<file path="config.mk">
export PLATFORM = sky130hd
export DESIGN_NAME = udp_loop_fifo_ctrl
export DESIGN_NICKNAME = d
export VERILOG_FILES = /design/src/rtl/udp_loop_fifo_ctrl_pkg.sv /design/src/rtl/frame_len_queue.sv /design/src/rtl/udp_loop_fifo_ctrl_chk.sv /design/src/rtl/udp_loop_fifo_ctrl.sv
export SDC_FILE = /design/constraint.sdc
export NUM_CORES = 1
export LEC_CHECK = 0
export ABC_CLOCK_PERIOD_IN_PS = 5000
export BUFFER_PORTS_ARGS = -buffer_cell sky130_fd_sc_hd__buf_2
export CAP_MARGIN = 15
export CORE_ASPECT_RATIO = 2
export CORE_MARGIN = 4
export CORE_UTILIZATION = 40
export CTS_BUF_LIST = sky130_fd_sc_hd__clkbuf_4 sky130_fd_sc_hd__clkbuf_8
export CTS_CLUSTER_SIZE = 24
export DETAILED_ROUTE_END_ITERATION = 10
export GPL_ROUTABILITY_DRIVEN = 1
export GPL_TIMING_DRIVEN = 1
export PLACE_DENSITY = 0.59
export SYNTH_ARGS = -nofsm -noshare
export SYNTH_HDL_FRONTEND = slang
export SYNTH_SLANG_ARGS = --single-unit
export TNS_END_PERCENT = 1
</file>
<file path="constraint.sdc">
create_clock -name clk -period 5 [get_ports clk]
set_clock_uncertainty 0.15 [all_clocks]
set_input_delay 1 -clock clk [delete_from_list [all_inputs] [get_ports clk]]
set_output_delay 1 -clock clk [all_outputs]
set_load 0.1 [all_outputs]
</file>
<file path="src/rtl/udp_loop_fifo_ctrl_pkg.sv">
// Shared definitions for the UDP loopback FIFO controller: default sizes,
// RX/TX state encodings and a saturating counter helper.
`timescale 1ns/1ps
package udp_loop_fifo_ctrl_pkg;

  localparam int DEF_FIFO_DEPTH  = 2048;
  localparam int DEF_LEN_W       = 12;
  localparam int DEF_LEN_Q_DEPTH = 4;

  typedef enum logic [1:0] {
    R_IDLE  = 2'd0,
    R_WRITE = 2'd1,
    R_DROP  = 2'd2
  } rx_state_e;

  typedef enum logic [1:0] {
    T_IDLE = 2'd0,
    T_REQ  = 2'd1,
    T_SEND = 2'd2
  } tx_state_e;

  function automatic logic [15:0] sat_inc16(input logic [15:0] v);
    if (v == 16'hFFFF) begin
      return v;
    end else begin
      return v + 16'd1;
    end
  endfunction

endpackage

</file>
<file path="src/rtl/frame_len_queue.sv">
// Small register FIFO holding the byte length of each frame stored in the
// payload FIFO; head is readable combinationally.
`timescale 1ns/1ps
module frame_len_queue #(
  parameter int DEPTH = 4,
  parameter int W     = 12
) (
  input  logic                   clk,
  input  logic                   rst_n,
  input  logic                   push,
  input  logic [W-1:0]           push_data,
  input  logic                   pop,
  output logic [W-1:0]           head,
  output logic [$clog2(DEPTH):0] count,
  output logic                   empty
);

  localparam int PTR_W = $clog2(DEPTH);
  localparam logic [PTR_W:0] CNT_FULL = (PTR_W + 1)'(DEPTH);

  logic [W-1:0]     mem_r [DEPTH];
  logic [PTR_W-1:0] wr_ptr_r;
  logic [PTR_W-1:0] rd_ptr_r;
  logic [PTR_W:0]   count_r;
  logic             push_ok_s;
  logic             pop_ok_s;

  assign push_ok_s = push && (count_r != CNT_FULL);
  assign pop_ok_s  = pop && (count_r != {(PTR_W + 1){1'b0}});

  // entry storage
  always_ff @(posedge clk or negedge rst_n) begin
    if (!rst_n) begin
      for (int i = 0; i < DEPTH; i++) mem_r[i] <= {W{1'b0}};
    end else if (push_ok_s) begin
      mem_r[wr_ptr_r] <= push_data;
    end
  end

  // pointers and occupancy; push+pop together leaves count unchanged
  always_ff @(posedge clk or negedge rst_n) begin
    if (!rst_n) begin
      wr_ptr_r <= {PTR_W{1'b0}};
      rd_ptr_r <= {PTR_W{1'b0}};
      count_r  <= {(PTR_W + 1){1'b0}};
    end else begin
      if (push_ok_s) wr_ptr_r <= wr_ptr_r + PTR_W'(1);
      if (pop_ok_s)  rd_ptr_r <= rd_ptr_r + PTR_W'(1);
      case ({push_ok_s, pop_ok_s})
        2'b10:   count_r <= count_r + (PTR_W + 1)'(1);
        2'b01:   count_r <= count_r - (PTR_W + 1)'(1);
        default: count_r <= count_r;
      endcase
    end
  end

  assign head  = mem_r[rd_ptr_r];
  assign count = count_r;
  assign empty = (count_r == {(PTR_W + 1){1'b0}});

endmodule

</file>
<file path="src/rtl/udp_loop_fifo_ctrl_chk.sv">
// Simulation-only protocol checks on the payload FIFO handshake.
`timescale 1ns/1ps
module udp_loop_fifo_ctrl_chk (
  input logic clk,
  input logic rst_n,
  input logic fifo_wr_en,
  input logic fifo_full,
  input logic fifo_rd_en,
  input logic fifo_empty
);

  a_no_write_when_full: assert property (@(posedge clk) disable iff (!rst_n)
    !(fifo_wr_en && fifo_full));

  a_no_read_when_empty: assert property (@(posedge clk) disable iff (!rst_n)
    !(fifo_rd_en && fifo_empty));

endmodule

</file>
<file path="src/rtl/udp_loop_fifo_ctrl.sv">
// Frame-level admission and replay sequencing around the 2048x8 payload FIFO
// of the UDP loopback path.
`timescale 1ns/1ps
module udp_loop_fifo_ctrl
  import udp_loop_fifo_ctrl_pkg::*;
#(
  parameter int FIFO_DEPTH  = DEF_FIFO_DEPTH,
  parameter int LEN_W       = DEF_LEN_W,
  parameter int LEN_Q_DEPTH = DEF_LEN_Q_DEPTH
) (
  input  logic                         clk,
  input  logic                         rst_n,
  input  logic                         rx_start,
  input  logic [LEN_W-1:0]             rx_len,
  input  logic                         rx_valid,
  input  logic [7:0]                   rx_data,
  output logic                         fifo_wr_en,
  output logic [7:0]                   fifo_wr_data,
  input  logic                         fifo_full,
  output logic                         fifo_rd_en,
  input  logic                         fifo_empty,
  output logic                         tx_start_en,
  output logic [LEN_W-1:0]             tx_byte_num,
  input  logic                         tx_ack,
  input  logic                         tx_req,
  output logic [$clog2(LEN_Q_DEPTH):0] frame_pend,
  output logic [15:0]                  drop_cnt
);

  localparam int QC_W = $clog2(LEN_Q_DEPTH) + 1;
  localparam logic [LEN_W-1:0] DEPTH_L = LEN_W'(FIFO_DEPTH);

  rx_state_e        rx_state_r, rx_state_nxt_s;
  tx_state_e        tx_state_r, tx_state_nxt_s;
  logic [LEN_W-1:0] len_r, wr_cnt_r, fill_cnt_r, rd_cnt_r, tx_byte_num_r;
  logic [LEN_W-1:0] occ_s, free_s, q_head_s;
  logic [QC_W-1:0]  q_count_s, q_used_s;
  logic [15:0]      drop_cnt_r;
  logic [7:0]       fifo_wr_data_r;
  logic             fifo_wr_en_r, push_r, q_empty_s, pop_s, rd_en_s;
  logic             admit_s, last_byte_s, wr_byte_s, frame_done_s, drop_evt_s;

  // Count the byte still in the write register and the length still in
  // flight to the queue, so a frame announced right after another is judged
  // against what is really committed.
  assign occ_s       = fill_cnt_r + LEN_W'(fifo_wr_en_r);
  assign free_s      = DEPTH_L - occ_s;
  assign q_used_s    = q_count_s + QC_W'(push_r);
  assign admit_s     = (rx_len != {LEN_W{1'b0}}) && (rx_len <= free_s)
                       && (q_used_s < QC_W'(LEN_Q_DEPTH));
  assign last_byte_s = ((wr_cnt_r + LEN_W'(1)) == len_r);

  // RX next state and per-cycle strobes
  always_comb begin
    rx_state_nxt_s = rx_state_r;
    wr_byte_s      = 1'b0;
    frame_done_s   = 1'b0;
    drop_evt_s     = 1'b0;
    case (rx_state_r)
      R_IDLE: begin
        if (rx_start) begin
          if (admit_s) begin
            rx_state_nxt_s = R_WRITE;
          end else begin
            rx_state_nxt_s = R_DROP;
            drop_evt_s     = 1'b1;
          end
        end else begin
          rx_state_nxt_s = R_IDLE;
        end
      end
      R_WRITE: begin
        drop_evt_s = rx_start;
        wr_byte_s  = rx_valid;
        if (rx_valid && last_byte_s) begin
          rx_state_nxt_s = R_IDLE;
          frame_done_s   = 1'b1;
        end else begin
          rx_state_nxt_s = R_WRITE;
        end
      end
      R_DROP: begin
        if ((len_r == {LEN_W{1'b0}}) || (len_r > DEPTH_L)) begin
          rx_state_nxt_s = R_IDLE;
        end else if (rx_valid && last_byte_s) begin
          rx_state_nxt_s = R_IDLE;
        end else begin
          rx_state_nxt_s = R_DROP;
        end
      end
      default: rx_state_nxt_s = R_IDLE;
    endcase
  end

  // RX state, write register, byte counter and drop counter
  always_ff @(posedge clk or negedge rst_n) begin
    if (!rst_n) begin
      rx_state_r     <= R_IDLE;
      fifo_wr_en_r   <= 1'b0;
      fifo_wr_data_r <= 8'h00;
      push_r         <= 1'b0;
      len_r          <= {LEN_W{1'b0}};
      wr_cnt_r       <= {LEN_W{1'b0}};
      drop_cnt_r     <= 16'h0000;
    end else begin
      rx_state_r   <= rx_state_nxt_s;
      fifo_wr_en_r <= wr_byte_s;
      push_r       <= frame_done_s;
      if (wr_byte_s) fifo_wr_data_r <= rx_data;
      if ((rx_state_r == R_IDLE) && rx_start) begin
        len_r    <= rx_len;
        wr_cnt_r <= {LEN_W{1'b0}};
      end else if ((rx_state_r != R_IDLE) && rx_valid) begin
        wr_cnt_r <= wr_cnt_r + LEN_W'(1);
      end
      if (drop_evt_s) drop_cnt_r <= sat_inc16(drop_cnt_r);
    end
  end

  // payload FIFO occupancy
  always_ff @(posedge clk or negedge rst_n) begin
    if (!rst_n) begin
      fill_cnt_r <= {LEN_W{1'b0}};
    end else begin
      case ({fifo_wr_en_r, rd_en_s})
        2'b10:   fill_cnt_r <= fill_cnt_r + LEN_W'(1);
        2'b01:   fill_cnt_r <= fill_cnt_r - LEN_W'(1);
        default: fill_cnt_r <= fill_cnt_r;
      endcase
    end
  end

  frame_len_queue #(.DEPTH(LEN_Q_DEPTH), .W(LEN_W)) u_len_q (
    .clk       (clk),
    .rst_n     (rst_n),
    .push      (push_r),
    .push_data (len_r),
    .pop       (pop_s),
    .head      (q_head_s),
    .count     (q_count_s),
    .empty     (q_empty_s)
  );

  // TX next state, queue pop and FIFO read enable
  always_comb begin
    tx_state_nxt_s = tx_state_r;
    pop_s          = 1'b0;
    rd_en_s        = 1'b0;
    case (tx_state_r)
      T_IDLE: begin
        if (!q_empty_s) tx_state_nxt_s = T_REQ;
        else            tx_state_nxt_s = T_IDLE;
      end
      T_REQ: begin
        if (tx_ack) begin
          tx_state_nxt_s = T_SEND;
          pop_s          = 1'b1;
        end else begin
          tx_state_nxt_s = T_REQ;
        end
      end
      T_SEND: begin
        rd_en_s = tx_req && (rd_cnt_r < tx_byte_num_r);
        if (rd_cnt_r == tx_byte_num_r) tx_state_nxt_s = T_IDLE;
        else                           tx_state_nxt_s = T_SEND;
      end
      default: tx_state_nxt_s = T_IDLE;
    endcase
  end

  // TX state, requested length and read counter
  always_ff @(posedge clk or negedge rst_n) begin
    if (!rst_n) begin
      tx_state_r    <= T_IDLE;
      tx_byte_num_r <= {LEN_W{1'b0}};
      rd_cnt_r      <= {LEN_W{1'b0}};
    end else begin
      tx_state_r <= tx_state_nxt_s;
      if ((tx_state_r == T_IDLE) && !q_empty_s) tx_byte_num_r <= q_head_s;
      if (pop_s)        rd_cnt_r <= {LEN_W{1'b0}};
      else if (rd_en_s) rd_cnt_r <= rd_cnt_r + LEN_W'(1);
    end
  end

  assign fifo_wr_en   = fifo_wr_en_r;
  assign fifo_wr_data = fifo_wr_data_r;
  assign fifo_rd_en   = rd_en_s;
  assign tx_start_en  = (tx_state_r == T_REQ);
  assign tx_byte_num  = tx_byte_num_r;
  assign frame_pend   = q_count_s;
  assign drop_cnt     = drop_cnt_r;

  udp_loop_fifo_ctrl_chk u_chk (
    .clk        (clk),
    .rst_n      (rst_n),
    .fifo_wr_en (fifo_wr_en_r),
    .fifo_full  (fifo_full),
    .fifo_rd_en (rd_en_s),
    .fifo_empty (fifo_empty)
  );

endmodule
</file>
Yosys cells after proc, flatten, opt, wreduce, memory -nomap -nowiden

Index checks and enable logic that the tools add are counted.

Output and inout bits: 42
Word-level logic and storage cells: 107
Register bits: 145

$add $sub $neg: 12
Order comparisons: 7
Bitwise gates (word level): 3
Equal/unequal tests: 12
Reductions and logical operators: 24
Multiplexer cells: 31

Operators by type and width:

| kind                   | count |
|---|---|
| $mux 12                | 7 |
| $bwmux 48              | 1 |
| $add 12x1->12 const B  | 3 |
| $bmux 12 s2            | 1 |
| $demux 12 s2           | 1 |
| $eq 12x12->1           | 2 |
| $pmux 12 s2            | 1 |
| $add 16x1->16 const B  | 1 |
| $eq 16x16->1 const B   | 1 |
| $add 12x1->12          | 1 |
| $gt 12x12->1 const B   | 1 |
| $le 12x12->1           | 1 |
| $logic_not 12->1       | 1 |
| $lt 12x12->1           | 1 |
| $mux 2                 | 6 |
| $pmux 2 s3             | 2 |
| $reduce_bool 12->1     | 1 |
| $sub 12x1->12 const B  | 1 |
| $sub 12x12->12 const A | 1 |
| $logic_and 1x1->1      | 10 |
| $mux 1                 | 10 |
| $reduce_bool 2->1      | 5 |
| $eq 2x1->1 const B     | 4 |
| $eq 2x2->1 const B     | 4 |
| other kinds (18)       | 22 |

Longest topological paths before layout

Word-level depth: 9
Depth in mapped cells: 21
Mapped depth without buffers: 20

Cells and area by module

From an unflattened synthesis, not the netlist that was laid out.

Cell total of the unflattened synthesis: 804
Area, all modules: 8530.7 µm²

Modules (own cells, without submodules):

| module             | cells each | area an instance (µm²) | instances |
|---|---|---|---|
| udp_loop_fifo_ctrl | 649        | 6033.3                 | 1 |
| frame_len_queue    | 155        | 2497.4                 | 1 |

Worst setup path before layout

Ideal clock, no wire load.

Path type: reg2reg
From: reg tx_byte_num_r[1] (netlist: tx_byte_num[1])
To: reg fill_cnt_r[10]
Clock period less this slack: 5.363 ns
Arrival: 5.118 ns
Slack: -0.363 ns
Buffers on the path: 1
Stages on the path, launching flop included: 18
Data required time: 4.755 ns
Path through: dfrtp_1 > inv_1 > ha_1 > nor2b_1 > o21a_1 > o21a_1 > o21bai_1 > and3_1 > clkbuf_1 > ha_1 > ha_1 > nor2b_1 > o21a_1 > o21ai_0 > a21oi_1 > o211a_1 > o21a_1 > o31ai_1

Word-level cells in the longest chain between the ends: 5

Ends and longest elaborated chain:

| what                                             | line                      | RTL |
|---|---|---|
| start, declared                                  | udp_loop_fifo_ctrl.sv:35  | `logic [LEN_W-1:0] len_r, wr_cnt_r, fill_cnt_r, rd_cnt_r, tx_byte_num_r;` |
| start signal, assigned                           | udp_loop_fifo_ctrl.sv:175 | `tx_byte_num_r <= {LEN_W{1'b0}};` |
| start signal, assigned                           | udp_loop_fifo_ctrl.sv:179 | `if ((tx_state_r == T_IDLE) && !q_empty_s) tx_byte_num_r <= q_head_s;` |
| $lt 12x12->1 (*)                                 | udp_loop_fifo_ctrl.sv:163 | `rd_en_s = tx_req && (rd_cnt_r < tx_byte_num_r);` |
| $logic_and 1x1->1 (*)                            | udp_loop_fifo_ctrl.sv:163 |  |
| $mux 1 (*)                                       | udp_loop_fifo_ctrl.sv:149 | `case (tx_state_r)` |
| via fifo_rd_en                                   | udp_loop_fifo_ctrl.sv:20  | `output logic fifo_rd_en,` |
| $eq 2x1->1 or $eq 2x2->1 (tied branches)         | udp_loop_fifo_ctrl.sv:125 | `case ({fifo_wr_en_r, rd_en_s})` |
| $pmux 12 s2 or $reduce_bool 2->1 (tied branches) | -                         |  |
| end signal, assigned                             | udp_loop_fifo_ctrl.sv:126 | `2'b10: fill_cnt_r <= fill_cnt_r + LEN_W'(1);` |
| end signal, assigned                             | udp_loop_fifo_ctrl.sv:127 | `2'b01: fill_cnt_r <= fill_cnt_r - LEN_W'(1);` |
| end signal, assigned                             | udp_loop_fifo_ctrl.sv:128 | `default: fill_cnt_r <= fill_cnt_r;` |
| end, declared                                    | udp_loop_fifo_ctrl.sv:35  |  |

Mark *: on every way through the listed nets, which the timed path passes. The rest lies on a longest branch.
A chain may end at the register's enable or synchronous reset.

Worst setup path after layout

From: reg fill_cnt_r[0]
To: reg drop_cnt_r[1] (netlist: drop_cnt[1])

Word-level cells in the longest chain between the ends: 9

Ends and longest elaborated chain:

| what                       | line                      | RTL |
|---|---|---|
| start signal, assigned     | udp_loop_fifo_ctrl.sv:123 | `fill_cnt_r <= {LEN_W{1'b0}};` |
| start signal, assigned     | udp_loop_fifo_ctrl.sv:126 |  |
| start signal, assigned     | udp_loop_fifo_ctrl.sv:127 |  |
| $add 12x1->12              | udp_loop_fifo_ctrl.sv:46  | `assign occ_s = fill_cnt_r + LEN_W'(fifo_wr_en_r);` |
| $sub 12x12->12             | udp_loop_fifo_ctrl.sv:47  | `assign free_s = DEPTH_L - occ_s;` |
| $le 12x12->1               | udp_loop_fifo_ctrl.sv:49  | `assign admit_s = (rx_len != {LEN_W{1'b0}}) && (rx_len <= free_s)` |
| $logic_and 1x1->1          | udp_loop_fifo_ctrl.sv:49  |  |
| $logic_and 1x1->1          | udp_loop_fifo_ctrl.sv:50  | `&& (q_used_s < QC_W'(LEN_Q_DEPTH));` |
| $mux 1                     | udp_loop_fifo_ctrl.sv:62  | `if (admit_s) begin` |
| $mux 1                     | udp_loop_fifo_ctrl.sv:61  | `if (rx_start) begin` |
| $pmux 1 s2                 | udp_loop_fifo_ctrl.sv:59  | `case (rx_state_r)` |
| $reduce_and 2->1 (no line) | -                         |  |
| end signal, assigned       | udp_loop_fifo_ctrl.sv:116 | `if (drop_evt_s) drop_cnt_r <= sat_inc16(drop_cnt_r);` |
| end, declared              | udp_loop_fifo_ctrl.sv:38  | `logic [15:0] drop_cnt_r;` |

Every way passes these cells.

==> results.md <==
- Status: finished, final reports clean
- # nets final: 883
- Setup TNS: 0 ns
- Hpwl dp: 13590 microns
- Largest family of logic cells by synthesized area: multiplexers
- CTS sink cnt: approximately 150
- Mux share of post-synthesis cell area: 0.1549
- Clock network power share: 0.205
- Worst hold path class: reg2reg
- H-Tree Depth: 4
- Initial DRT Pass Iterations: 5
- DRC: 0
- Post-Place Cell Area: between 8000 and 9000 sq um
- Vias in the first global route: a little under 6000
- Post-Synth Adder-Cell Area: 0.09151
- CTS root buf: clkbuf_8
- Yosys warns: 0
- Pin count of the biggest net entering global routing: between 90 and 100
- Maxcap violations: 0
- Yosys top cell area share: 0.4483
- Total CTS buffers: 17
- Fmax: roughly 220 MHz
- Final Max Tran Viols: 0
- Peak supply drop: 0.6675 mV
- Worst-Margin Slew: 1.117 ns
- Post-Synth Simple-Gate Area: 0.1153
- Cell Rows: 73
- RSZ-0062 raised after global routing: no
- Via/cell ratio: between 5 and 6
- Worst Setup End Kind: flop
- Slew headroom: 0.2501
- Synthesized area per cell: 11.09 sq um
- Antenna violations before repair: 0
- Worst-Skew Late Latency: 0.45 ns
- Top_reg_cell synth: dfrtp_1
- Final worst path period share: 0.9147
- Post-route cell area: roughly 9100 sq um
- Leak: 4.374 nW
- Commonest non-fill, non-tap cells in the layout: 145 x dfrtp_1, 82 x mux2_2, 66 x buf_2, 56 x nand2_1, 56 x ha_1
- CP Launch Type: flop
- Power share of the sequential group: 0.364
- Final ANT Viol Nets: 0
- # Post-CTS Setup Buffers: 0
- WL/cell: between 15 and 20 microns
- Share of layout cells above drive strength 1: 0.2605
- Multi-input logic area: 4212 sq um
- CTS tree: done
- Via count: 5724
- Pwr dens: ~510 nW/um^2
- Synthesis-stage register bit count: around 150
- Die ar.: approximately 23000 sq um
- Combinational Power Share: 0.431
- Critical path class: reg2reg
- Syn Inst Count: 730
- Worst EP required: between 5 and 6 ns
- Core Area: around 20000 sq um
- Worst hold margin: between 0.3 and 0.4 ns
- # port buffers: 67
- CP Max Fanout: 13
- Die width: around 110 microns
- Post-Synthesis Cell Area: 8094 sq um
- Area Overhead vs Synth: 12.91%
- Storage cell area: 3628 sq um
- Tmin final: 4.573 ns
- Post-Synth XOR/XNOR Area: 0.06168
- Core Util, Final: 0.4590
- Final Hold Fails: 0
- Net switching power: 2.133 mW
- Ports: 70
- Pint: ~2.5 mW
- Cell taking the most area after synthesis: dfrtp_1
- Netlist cell types: 53
- Placer Congestion: 0.8372
- Worst-case clock buffer depth: 2
- Most common cell after layout, fill and taps aside: dfrtp_1
- Die height: 209.2 microns
- Post-synth EDFFs: 0
- Sequential share of the synthesized area: 0.4483
- Initial Util: 0.4065
- First-pass GRT wire length: 29650 microns
- Synth Area in Compound Gates: 0.09538
- Top cells by area, synth: dfrtp_1 45%, mux2_2 11%, ha_1 8.7%
- Setup violators final: 0
- Sw Ratio: 0.4592
- Routed WL: between 15000 and 20000 microns
- Net count after synthesis: 816
- CP arrival: 4.76 ns
- Initial DRC count: 212
- Fill count: between 1500 and 2000
- Ant. Diodes: 0
- Global route overflow: 0
- Gr usage total: 0.1679
- Clock-pin slew on the worst setup and hold paths: 0.08 ns
- Synth async-reset ratio: 1.000
## area by class of cell
| cell class | count | area share |
|---|---|---|
| repair buffers | 75 | 0.04395 |
| flip-flops and latches | 145 | 0.3970 |
| clock buffers | 21 | 0.03094 |
| multi-input cells | 516 | 0.4608 |
| clock inverters | 11 | 0.01410 |
| well taps | 262 | 0.03587 |
| inverters | 42 | 0.01725 |
## critical path, stage by stage, from the launching register on
cell      delay, ns
dfrtp_1        0.41
inv_1          0.10
ha_1           0.18
ha_1           0.20
inv_1          0.06
ha_1           0.18
o21bai_1       0.08
a21oi_1        0.23
o21bai_1       0.12
a2111o_1       0.45
a31oi_1        0.18
o21bai_1       0.09
xnor2_1        0.13
ha_1           0.31
a21oi_1        0.20
o21ai_0        0.12
o31ai_1        0.35
buf_4          0.19
a41o_1         0.18
buf_4          0.20
nor2_1         0.09
mux2_2         0.30
## timing repair
| action | in CTS | in global routing |
|---|---|---|
| endpoints found under the hold margin | 0 | 0 |
| gates resized for setup | 0 | 1 |
| hold buffers | 0 | 0 |
| setup endpoints to repair | 0 | 1 |
## Yosys cell counts (4+ instances only)
cell type / number
o21a_1: 10
mux2i_1: 6
nand2b_1: 8
o21bai_1: 6
mux4_2: 12
nand2_1: 56
o21ai_0: 34
or3_1: 4
nor3_1: 16
buf_1: 8
inv_1: 42
a21o_1: 8
or2_2: 4
o31ai_1: 12
nor2b_1: 6
nand4_1: 16
xor2_1: 31
clkbuf_1: 18
nor4_1: 14
ha_1: 56
xnor2_1: 26
a21oi_1: 22
dfrtp_1: 145
nor2_1: 24
a211oi_1: 5
nand3_1: 17
mux2_2: 82
## cells by family (layout without fill, tap and decap cells)
group,after synthesis,count (layout)
adder cells (fa/ha/maj),58,58
AO/OA/AOI/OAI,119,119
flip-flops,145,145
multiplexers,100,100
buffers and inverters,69,149
AND/OR/NAND/NOR,182,182
XOR/XNOR,57,57
## sequential cells by signal (all words and copies together), names as in the netlist, 3 cells and up
register       cells
fifo_wr_data       8
u_len_q.mem_r     48
fill_cnt_r        12
wr_cnt_r          12
len_r             12
tx_byte_num       12
rd_cnt_r          12
drop_cnt          16
u_len_q.count      3
## through the flow
step | total power [mW] | cells | setup WS (ns)
floorplan | 3.253 | 730 | 0.1878
global placement | 3.727 | 1040 | 0.3921
detailed placement | 3.748 | 1040 | 0.3845
CTS | 4.718 | 1072 | 0.3654
global route | 4.972 | 1072 | 0.003349
finish | 4.645 | 1072 | 0.4266
## power groups by stage
| stage | logic, mW | clock network, mW | registers, mW |
|---|---|---|---|
| after floorplan | 1.08 | 0 | 2.18 |
| after global placement | 2.01 | 0 | 1.72 |
| after detailed placement | 2.03 | 0 | 1.72 |
| after CTS | 2.03 | 0.986 | 1.70 |
| after global routing | 2.20 | 1.04 | 1.73 |
| final | 2.00 | 0.952 | 1.69 |
## path summary, 6_finish.rpt
kind                                      startpoint                       endpoint  slack (ns)  cells past startpoint
setup / recovery           fill_cnt_r[0]$_DFFE_PN0P_        drop_cnt[1]$_DFFE_PN0P_        0.43                     21
hold / removal               drop_cnt[5]$_DFFE_PN0P_        drop_cnt[5]$_DFFE_PN0P_        0.34                      1
setup reg to reg           fill_cnt_r[0]$_DFFE_PN0P_        drop_cnt[1]$_DFFE_PN0P_        0.43                     21
hold reg to reg              drop_cnt[5]$_DFFE_PN0P_        drop_cnt[5]$_DFFE_PN0P_        0.34                      1
max in group asynchronous                      rst_n  u_len_q.mem_r[34]$_DFFE_PN0P_        3.26                      2
min in group asynchronous                      rst_n   u_len_q.count[0]$_DFFE_PN0P_        0.50                      1
## routing by layer
layer  part of all wire  GRT usage
met5                  0          0
met4              0.017    0.05318
met3              0.035    0.04049
met2               0.59     0.3288
met1               0.36     0.1671
(Power assumes the default switching activity.)
